===== config.mk =====
export PLATFORM = sky130hd
export DESIGN_NAME = xorshift_stream_gen
export DESIGN_NICKNAME = d
export VERILOG_FILES = /design/src/rtl/xorshift_pkg.sv /design/src/rtl/xorshift_step.sv /design/src/rtl/xorshift_stream_gen.sv
export SDC_FILE = /design/constraint.sdc
export NUM_CORES = 1
export LEC_CHECK = 0
export BUFFER_PORTS_ARGS = -buffer_cell sky130_fd_sc_hd__buf_2
export CAP_MARGIN = 40
export CORE_MARGIN = 1
export CORE_UTILIZATION = 35
export DETAILED_ROUTE_END_ITERATION = 10
export MAX_ROUTING_LAYER = met4
export PLACE_DENSITY = 0.58
export SLEW_MARGIN = 20
export SYNTH_ARGS = -nofsm -noshare
export SYNTH_HDL_FRONTEND = slang
export SYNTH_SLANG_ARGS = --single-unit

===== constraint.sdc =====
create_clock -name clk -period 3.6 [get_ports clk]
set_input_delay 0.72 -clock clk [delete_from_list [all_inputs] [get_ports clk]]
set_output_delay 0.72 -clock clk [all_outputs]
set_load 0.01 [all_outputs]

===== src/rtl/xorshift_pkg.sv =====
`default_nettype none
// ---------------------------------------------------------------------------
// Module : xorshift_pkg
// Brief  : Shared state encoding and default constants for the xorshift stream.
// Rev    : 1.0
// ---------------------------------------------------------------------------
package xorshift_pkg;

  typedef enum logic [0:0] {
    IDLE = 1'b0,
    RUN  = 1'b1
  } state_t;

  localparam int          c_def_sh_a     = 13;
  localparam int          c_def_sh_b     = 17;
  localparam int          c_def_sh_c     = 5;
  localparam logic [31:0] c_def_zero_sub = 32'h2545F491;

endpackage
`default_nettype wire


===== src/rtl/xorshift_step.sv =====
`default_nettype none
// ---------------------------------------------------------------------------
// Module : xorshift_step
// Brief  : One combinational xorshift step, all terms truncated to WIDTH.
// Rev    : 1.0
// ---------------------------------------------------------------------------
module xorshift_step #(
  parameter int WIDTH = 32,
  parameter int SH_A  = 13,
  parameter int SH_B  = 17,
  parameter int SH_C  = 5
) (
  input  logic [WIDTH-1:0] i_x,
  output logic [WIDTH-1:0] o_y
);

  logic [WIDTH-1:0] w_t1;
  logic [WIDTH-1:0] w_t2;

  assign w_t1 = i_x ^ (i_x << SH_A);
  assign w_t2 = w_t1 ^ (w_t1 >> SH_B);
  assign o_y  = w_t2 ^ (w_t2 << SH_C);

endmodule
`default_nettype wire


===== src/rtl/xorshift_stream_gen.sv =====
`default_nettype none
// ---------------------------------------------------------------------------
// Module : xorshift_stream_gen
// Brief  : Seed + burst-length request in, valid/ready stream of xorshift words out.
// Rev    : 1.0
// ---------------------------------------------------------------------------
module xorshift_stream_gen
  import xorshift_pkg::*;
#(
  parameter int          WIDTH    = 32,
  parameter int          SH_A     = c_def_sh_a,
  parameter int          SH_B     = c_def_sh_b,
  parameter int          SH_C     = c_def_sh_c,
  parameter int          CNT_W    = 16,
  parameter logic [31:0] ZERO_SUB = c_def_zero_sub
) (
  input  logic             clk,
  input  logic             rst_n,
  input  logic             in_valid,
  output logic             in_ready,
  input  logic [WIDTH-1:0] seed_in,
  input  logic [CNT_W-1:0] len_in,
  input  logic             abort,
  output logic             out_valid,
  input  logic             out_ready,
  output logic [WIDTH-1:0] rand_num,
  output logic             busy,
  output logic             done
);

  localparam logic [WIDTH-1:0] c_zero_sub = WIDTH'(ZERO_SUB);
  localparam logic [CNT_W-1:0] c_one      = CNT_W'(1);

  state_t           r_state;
  logic [CNT_W-1:0] r_remaining;
  logic [WIDTH-1:0] r_rand;
  logic             r_valid;
  logic             r_done;

  logic [WIDTH-1:0] w_seed;
  logic [WIDTH-1:0] w_seed_step;
  logic [WIDTH-1:0] w_fb_step;
  logic             w_accept;
  logic             w_xfer;

  // An all-zero seed would lock xorshift at zero forever, so substitute it.
  assign w_seed   = (seed_in == '0) ? c_zero_sub : seed_in;
  // Gating with rst_n keeps in_ready low while the block is held in reset.
  assign in_ready = rst_n && (r_state == IDLE) && !abort;
  assign w_accept = in_valid && in_ready;
  assign w_xfer   = r_valid && out_ready;

  xorshift_step #(.WIDTH(WIDTH), .SH_A(SH_A), .SH_B(SH_B), .SH_C(SH_C)) u_step_seed (
    .i_x (w_seed),
    .o_y (w_seed_step)
  );

  xorshift_step #(.WIDTH(WIDTH), .SH_A(SH_A), .SH_B(SH_B), .SH_C(SH_C)) u_step_fb (
    .i_x (r_rand),
    .o_y (w_fb_step)
  );

  always_ff @(posedge clk or negedge rst_n) begin
    if (!rst_n) begin
      r_state     <= IDLE;
      r_remaining <= '0;
      r_rand      <= '0;
      r_valid     <= 1'b0;
      r_done      <= 1'b0;
    end else begin
      r_done <= 1'b0;
      case (r_state)
        IDLE: begin
          if (w_accept) begin
            if (len_in != '0) begin
              r_state     <= RUN;
              r_rand      <= w_seed_step;
              r_valid     <= 1'b1;
              r_remaining <= len_in;
            end else begin
              r_done <= 1'b1;
            end
          end
        end
        RUN: begin
          // Abort takes priority: a word taken this cycle still counts, but no done.
          if (abort) begin
            r_state     <= IDLE;
            r_rand      <= '0;
            r_valid     <= 1'b0;
            r_remaining <= '0;
          end else if (w_xfer) begin
            if (r_remaining == c_one) begin
              r_state     <= IDLE;
              r_rand      <= '0;
              r_valid     <= 1'b0;
              r_remaining <= '0;
              r_done      <= 1'b1;
            end else begin
              r_rand      <= w_fb_step;
              r_remaining <= r_remaining - c_one;
            end
          end
        end
        default: r_state <= IDLE;
      endcase
    end
  end

  assign out_valid = r_valid;
  assign rand_num  = r_rand;
  assign done      = r_done;
  assign busy      = (r_state == RUN);

endmodule
`default_nettype wire


==> impl_metrics.py, run 1 <==
metrics = {
    "status": {
        "run_status": "complete, no violations",
    },
    "cts": {
        "cts_hold_buf": 0,
        "clock_tree.htree_level_count": 2,
        "post_cts_resized": 0,
        "skew_pair_late_insertion_delay_ps": 310,
        "post_cts.repair.setup_buffers": 0,
        "tritoncts_clock_tree": "yes",
        "tritoncts.num_buffers": 5,
        "tritoncts_num_sinks": 51,
        "cts-root-to-sink-buffers": 2,
        "cts_root_buffer": "clkbuf_8",
        "clk_pin_slew_ps": 100,
    },
    "global_routing": {
        "maximum_number_of_pins_on_one_net_before_global_route_repair": 52,
        "wire_length_of_the_first_global_routing_pass_um": 19000,
        "grtUsageTotal_pct": 21.9,
        "grt_remaining_overflow": 0,
        "number_of_global_route_vias_before_repair": 3634,
        "grt_antenna_before_repair": 0,
    },
    "yosys": {
        "dominantRegCellSynth": "dfrtp_1",
        "synth-async-reset-ratio_pct": 100,
        "synth_seq_area_share_pct": 32.8,
        "synthesis.area_mm2": 0.00389,
        "postSynthCellCount": 423,
        "number_of_enable_flip_flop_cells_after_synthesis": 0,
        "postSynthRegisterBits": 51,
        "avgSynthCellArea_um2": 9.21,
        "synthesized_nets": 478,
        "yosys.cell_types.count": 47,
        "synthesis.yosys.warnings": 0,
    },
    "worst_setup_path": {
        "critical-path-top-delay-family": "simple AND/OR/NAND/NOR gates",
        "path_class": "reg -> reg",
        "crit_arrival_ps": 2880,
        "cp_num_buf_inv": 1,
        "worst_ep_required_time_ps": 3800,
        "worst-path-max-fanout": 23,
        "crit_path_start_kind": "flop",
        "r2r.worst_path.cells": 6,
        "crit_path_cell_trace": "nor4_1 -> nand3_1 -> o21ai_4 -> buf_4 -> o21ai_1 -> a211o_1",
        "critPathMaxStageDelay_ps": 690,
        "stages_on_the_worst_setup_path": 6,
        "critical_path_top_delay_cell": "nor4_1",
        "worst_setup_path_end_kind": "flop",
    },
    "cells_and_area": {
        "n_antenna_cell": 0,
        "fill_cell_instance_count_of_the_final_layout": 1098,
        "register_area_mm2": 0.00128,
        "num-nets-final": 561,
        "finalInstanceArea_mm2": 0.00461,
        "syn_to_final_growth_pct": 18.4,
        "post_route_cells_drive_above_1_share_pct": 21.3,
        "multi_input_comb_area_mm2": 0.00249,
    },
    "routing": {
        "detail_route.iter0.violations": 226,
        "route.detailed.vias_per_inst": 5.62,
        "antenna_left": 0,
        "drc_errors": 0,
        "detail_route.wirelength_um": 11800,
        "wire_per_inst_um": 18.3,
        "detailed_route_via_count": 3638,
        "drtPass1Iterations": 4,
    },
    "die": {
        "floorplan.initialDensity_pct": 35.9,
        "floorplan.die.height_um": 107,
        "pin_count": 89,
        "placement_rows": 38,
        "die-width_um": 107,
        "design.die.area_mm2": 0.0116,
        "fp.coreArea_mm2": 0.0108,
    },
    "timing": {
        "grt_setup_unrepaired": "no",
        "totalNegativeSetupSlack_ps": 0,
        "worst_hold_slack_ps": 534,
        "worst_pin_slew_ps": 773,
        "post-route-worst-setup-slack_ps": 918,
        "final-max-slew-violation-count": 0,
        "post-route-min-period_ps": 2680,
        "hold_viol": 0,
        "setup_viol": 0,
        "max_freq_ghz": 0.373,
        "final.setup_skew_ps": 8.18,
        "maxSlewHeadroom_pct": 48.0,
        "period_share_pct": 74.5,
    },
    "placed_design": {
        "detailed_place_hpwl_um": 9020,
        "finalWeightedCongestion": 0.881,
        "placedInstanceArea_mm2": 0.00449,
        "pre_cts_setup_slack_ps": 900,
        "port_buffers": 88,
    },
    "hold_path": {
        "holdCritPathClass": "reg -> reg",
        "hold_path_depth": 1,
    },
    "power": {
        "cellPowerDensity_mw_per_mm2": 1010,
        "ir_worst_vdd_mv": 0.299,
        "p_total_w": 0.00464,
        "leakagePower_nw": 1.86,
    },
    "job": {
        "max_cap_violations": 0,
    },
}
-- metrics by stage --
stage / util (%) / std cells
2_1_floorplan: - / 423
3_3_place_gp: 41.4 / 639
3_5_place_dp: 41.4 / 639
4_1_cts: 42.5 / 647
5_1_grt: 42.5 / 647
6_report: 42.5 / 647
-- layout make-up --
type                            instances  share of cell area, %
Inverter                               13                   1.06
Timing Repair Buffer                   95                   11.0
Tap cell                              140                   3.80
Clock buffer                            6                   1.79
Multi-Input combinational cell        340                   53.9
Sequential cell                        51                   27.7
Clock inverter                          2                  0.760
-- metal layers --
| layer | global-route usage, % | up-vias | part of all wire, % |
|---|---|---|---|
| met4 | 4.79 | 0 | 1.1 |
| met5 | - | - | 0 |
| li1 | - | 1726 | - |
| met3 | 3.03 | 12 | 5.9 |
| met1 | 29.0 | 1747 | 46 |
| met2 | 35.6 | 153 | 47 |
-- synth_stat cells (5+ instances only) --
cell type	count	share of area, %
nand2_1	14	1.3
a221o_1	13	3.3
o21ai_1	12	1.5
xor2_1	28	6.3
clkbuf_1	14	1.3
o21a_1	18	3.5
a31oi_1	5	0.80
o21ai_0	20	2.6
dfrtp_1	51	33
xnor2_1	89	20
o221ai_1	15	3.4
o22ai_1	6	0.96
nor3_1	5	0.64
a21oi_1	17	2.2
nor4_1	18	2.9
nor2_1	23	2.2
inv_1	13	1.3
-- state kept, by name, indices dropped and copies added (netlist names) --
register,cells
busy,1
done,1
out_valid,1
r_remaining,16
rand_num,32
-- cell usage in the layout, fill, tap and decap left out, types with 2 or more instances in the layout --
cell type  netlist  layout
nor3_1           5       5
xor2_1          28      28
o2bb2ai_1        2       2
dfrtp_1         51      51
a21o_1           2       2
and3_1           2       2
a211o_1          4       4
nand2b_1         4       4
a21oi_1         17      17
clkbuf_8         0       6
nor3b_1          4       4
o21ai_1         12      12
ha_1             2       2
nor4_1          18      18
a32oi_1          4       4
buf_4            0       6
inv_1           13      13
o21a_1          18      18
a221o_1         13      13
nand2_1         14      14
nand3_1          2       2
o211ai_1         3       3
nand4_1          4       4
buf_2            3      88
o22ai_1          6       6
and2_1           2       2
a31oi_1          5       5
xnor2_1         89      89
nor2_1          23      23
o221ai_1        15      15
or3_1            3       3
a22oi_1          2       2
o21ai_4          1       2
o21ai_0         20      20
o32a_1           3       3
-- worst reg2reg max path, delay by kind of cell (launching register included) --
family | cells | cell delay (ps)
flops | 1 | 420
buf+inv | 1 | 340
simple gates | 2 | 1030
compound gates | 3 | 780
-- worst paths after layout --
path | start | slack (ps) | end
hold / removal | r_remaining[14] | 530 | r_remaining[14]
max in group asynchronous | rst_n | 2580 | rand_num[31]
hold reg to reg | r_remaining[14] | 530 | r_remaining[14]
min in group asynchronous | rst_n | 550 | r_remaining[8]
setup / recovery | r_remaining[5] | 920 | rand_num[5]
setup reg to reg | r_remaining[5] | 920 | rand_num[5]
-- power by group --
part | switching [W] | internal, W | total [W]
Sequential | 0.000362 | 0.000830 | 0.00119
Combinational | 0.00163 | 0.00139 | 0.00302
Clock | 0.000208 | 0.000226 | 0.000434
-- kinds of logic (layout without fill, tap and decap cells) --
| kind of cell | Yosys count | count (layout) | synth area share (%) |
|---|---|---|---|
| AOI/OAI and AO/OA | 133 | 133 | 24.3 |
| xor gates and xnor gates | 117 | 117 | 26.3 |
| and+or+nand+nor | 88 | 88 | 12.4 |
| DFF | 51 | 51 | 32.8 |
| buffers and inverters | 32 | 116 | 3.57 |
| adders and majority gates | 2 | 2 | 0.642 |
No activity file was read; power rests on OpenSTA's default activity.
==> run 2: changes to the inputs <==
==> constraint.sdc (replaced) <==
create_clock -name clk -period 2.7 [get_ports clk]
set_input_delay 0.54 -clock clk [delete_from_list [all_inputs] [get_ports clk]]
set_output_delay 0.54 -clock clk [all_outputs]
set_load 0.01 [all_outputs]
==> impl_metrics.py, run 2 (synthesis gave the netlist of run 1 again) <==
metrics = {
    "routing": {
        "route.detailed.vias_per_inst": 5.48,
        "wire_per_inst_um": 18.3,
        "detail_route.wirelength_um": 12000,
        "detailed_route_via_count": 3596,
        "drtPass1Iterations": 4,
        "drc_errors": 0,
        "detail_route.iter0.violations": 198,
        "antenna_left": 0,
    },
    "worst_setup_path": {
        "r2r.worst_path.cells": 6,
        "path_class": "reg -> reg",
        "timing.rr.end": "rand_num[6]",
        "timing.critical_path.from": "r_remaining[12]",
        "crit_arrival_ps": 2710,
        "worst-path-max-fanout": 15,
        "worst_ep_required_time_ps": 2900,
        "critical_path_capture_point": "rand_num[6]",
        "crit_path_start_kind": "flop",
        "worst_setup_path_end_kind": "flop",
        "worst-r2r-setup-slack_ps": 190,
        "regToRegStartpoint": "r_remaining[12]",
    },
    "cts": {
        "tritoncts_num_sinks": 51,
        "tritoncts.num_buffers": 5,
        "post_cts.repair.setup_buffers": 0,
        "cts_hold_buf": 0,
        "clk_pin_slew_ps": 110,
        "clock_tree.htree_level_count": 2,
        "cts_root_buffer": "clkbuf_8",
        "cts-root-to-sink-buffers": 2,
        "post_cts_resized": 0,
        "tritoncts_clock_tree": "yes",
        "skew_pair_late_insertion_delay_ps": 310,
    },
    "global_routing": {
        "global_route.usage.met2_pct": 35.3,
        "grtUsageTotal_pct": 21.9,
        "grt_antenna_before_repair": 0,
        "grt_remaining_overflow": 0,
        "grt-busiest-layer": "met2",
        "global_route.usage.met3_pct": 2.60,
        "wire_length_of_the_first_global_routing_pass_um": 19100,
        "maximum_number_of_pins_on_one_net_before_global_route_repair": 52,
        "m1_gr_usage_pct": 29.9,
        "number_of_global_route_vias_before_repair": 3545,
    },
    "timing": {
        "worst_hold_slack_ps": 382,
        "final-max-slew-violation-count": 0,
        "maxSlewHeadroom_pct": 53.1,
        "grt_setup_unrepaired": "no",
        "max_freq_ghz": 0.399,
        "worst_pin_slew_ps": 703,
        "period_share_pct": 92.8,
        "hold_viol": 0,
        "post-route-min-period_ps": 2510,
        "final.setup_skew_ps": 12.6,
        "setup_viol": 0,
        "totalNegativeSetupSlack_ps": 0,
    },
    "cells_and_area": {
        "largest_register_ff_count": 32,
        "final_common_cell": "xnor2_1",
        "n_antenna_cell": 0,
        "final_core_utilization_pct": 42.9,
        "num-nets-final": 570,
        "post_route_cells_drive_above_1_share_pct": 22.7,
        "syn_to_final_growth_pct": 19.4,
        "mostFrequentLayoutCells": "89 x xnor2_1, 88 x buf_2, 51 x dfrtp_1",
        "fill_cell_instance_count_of_the_final_layout": 1136,
    },
    "placed_design": {
        "detailed_place_hpwl_um": 9100,
        "port_buffers": 88,
        "finalWeightedCongestion": 0.920,
    },
    "die": {
        "floorplan.initialDensity_pct": 35.9,
        "die-width_um": 107,
        "design.die.area_mm2": 0.0116,
        "fp.coreArea_mm2": 0.0108,
        "floorplan.die.height_um": 107,
        "placement_rows": 38,
        "pin_count": 89,
    },
    "power": {
        "leakagePower_nw": 1.89,
        "cellPowerDensity_mw_per_mm2": 1340,
        "ir_worst_vdd_mv": 0.585,
    },
    "status": {
        "run_status": "complete, no violations",
    },
    "hold_path": {
        "holdCritPathClass": "in -> async",
    },
    "job": {
        "max_cap_violations": 0,
    },
}
run 2: cell count changes in the layout (fill, tap and decap cells not counted):
cell,previous run,this run
bufinv_16,1,0
buf_12,1,0
buf_4,6,16
clkinvlp_4,0,1
clkbuf_8,6,7
clkinv_2,1,0
run 2: worst min-delay path by stage:
stage                         startpoint        endpoint  slack (ps)  depth (start not counted)
after CTS                          rst_n  r_remaining[8]         420                          2
after global routing               rst_n    rand_num[13]         450                          2
after global placement    r_remaining[1]  r_remaining[1]         500                          2
after floorplan                    rst_n            busy         240                          0
final                              rst_n  r_remaining[7]         380                          2
after detailed placement  r_remaining[6]  r_remaining[6]         490                          1
run 2: metal layers:
layer	vias up	wire, um
li1	1732	-
met5	-	0
met2	104	5690
met1	1750	5660
met3	10	520
met4	0	157
run 2: cell type report:
type	instances	area [um2]	area share (%)
Clock buffer	7	96.3	2.07
Sequential cell	51	1280	27.4
Timing Repair Buffer	104	561	12.0
Clock inverter	1	7.51	0.161
Inverter	13	48.8	1.05
Multi-Input combinational cell	340	2490	53.5
Tap cell	140	175	3.77
run 2: stage by stage:
| step | setup WS [ps] | cells | instance area [um2] | total power [W] |
|---|---|---|---|---|
| 2_1_floorplan | 485 | 423 | 3890 | 0.00456 |
| 3_3_place_gp | 237 | 648 | 4550 | 0.00564 |
| 3_5_place_dp | 148 | 648 | 4550 | 0.00570 |
| 4_1_cts | 206 | 656 | 4650 | 0.00624 |
| 5_1_grt | 77.2 | 656 | 4650 | 0.00670 |
| 6_report | 195 | 656 | 4650 | 0.00621 |
run 2: power breakdown:
part	internal [W]	switching (W)	total, W
sequential	0.00111	0.000461	0.00157
clock	0.000234	0.000281	0.000515
combinational	0.00189	0.00224	0.00413
run 2: worst max-delay path, stage by stage, from the launching register on:
cell and delay [ps]:
dfrtp_1 440, or3_4 420, or4b_4 540, o21ai_4 440, buf_4 270, o221ai_1 140, o21a_1 140
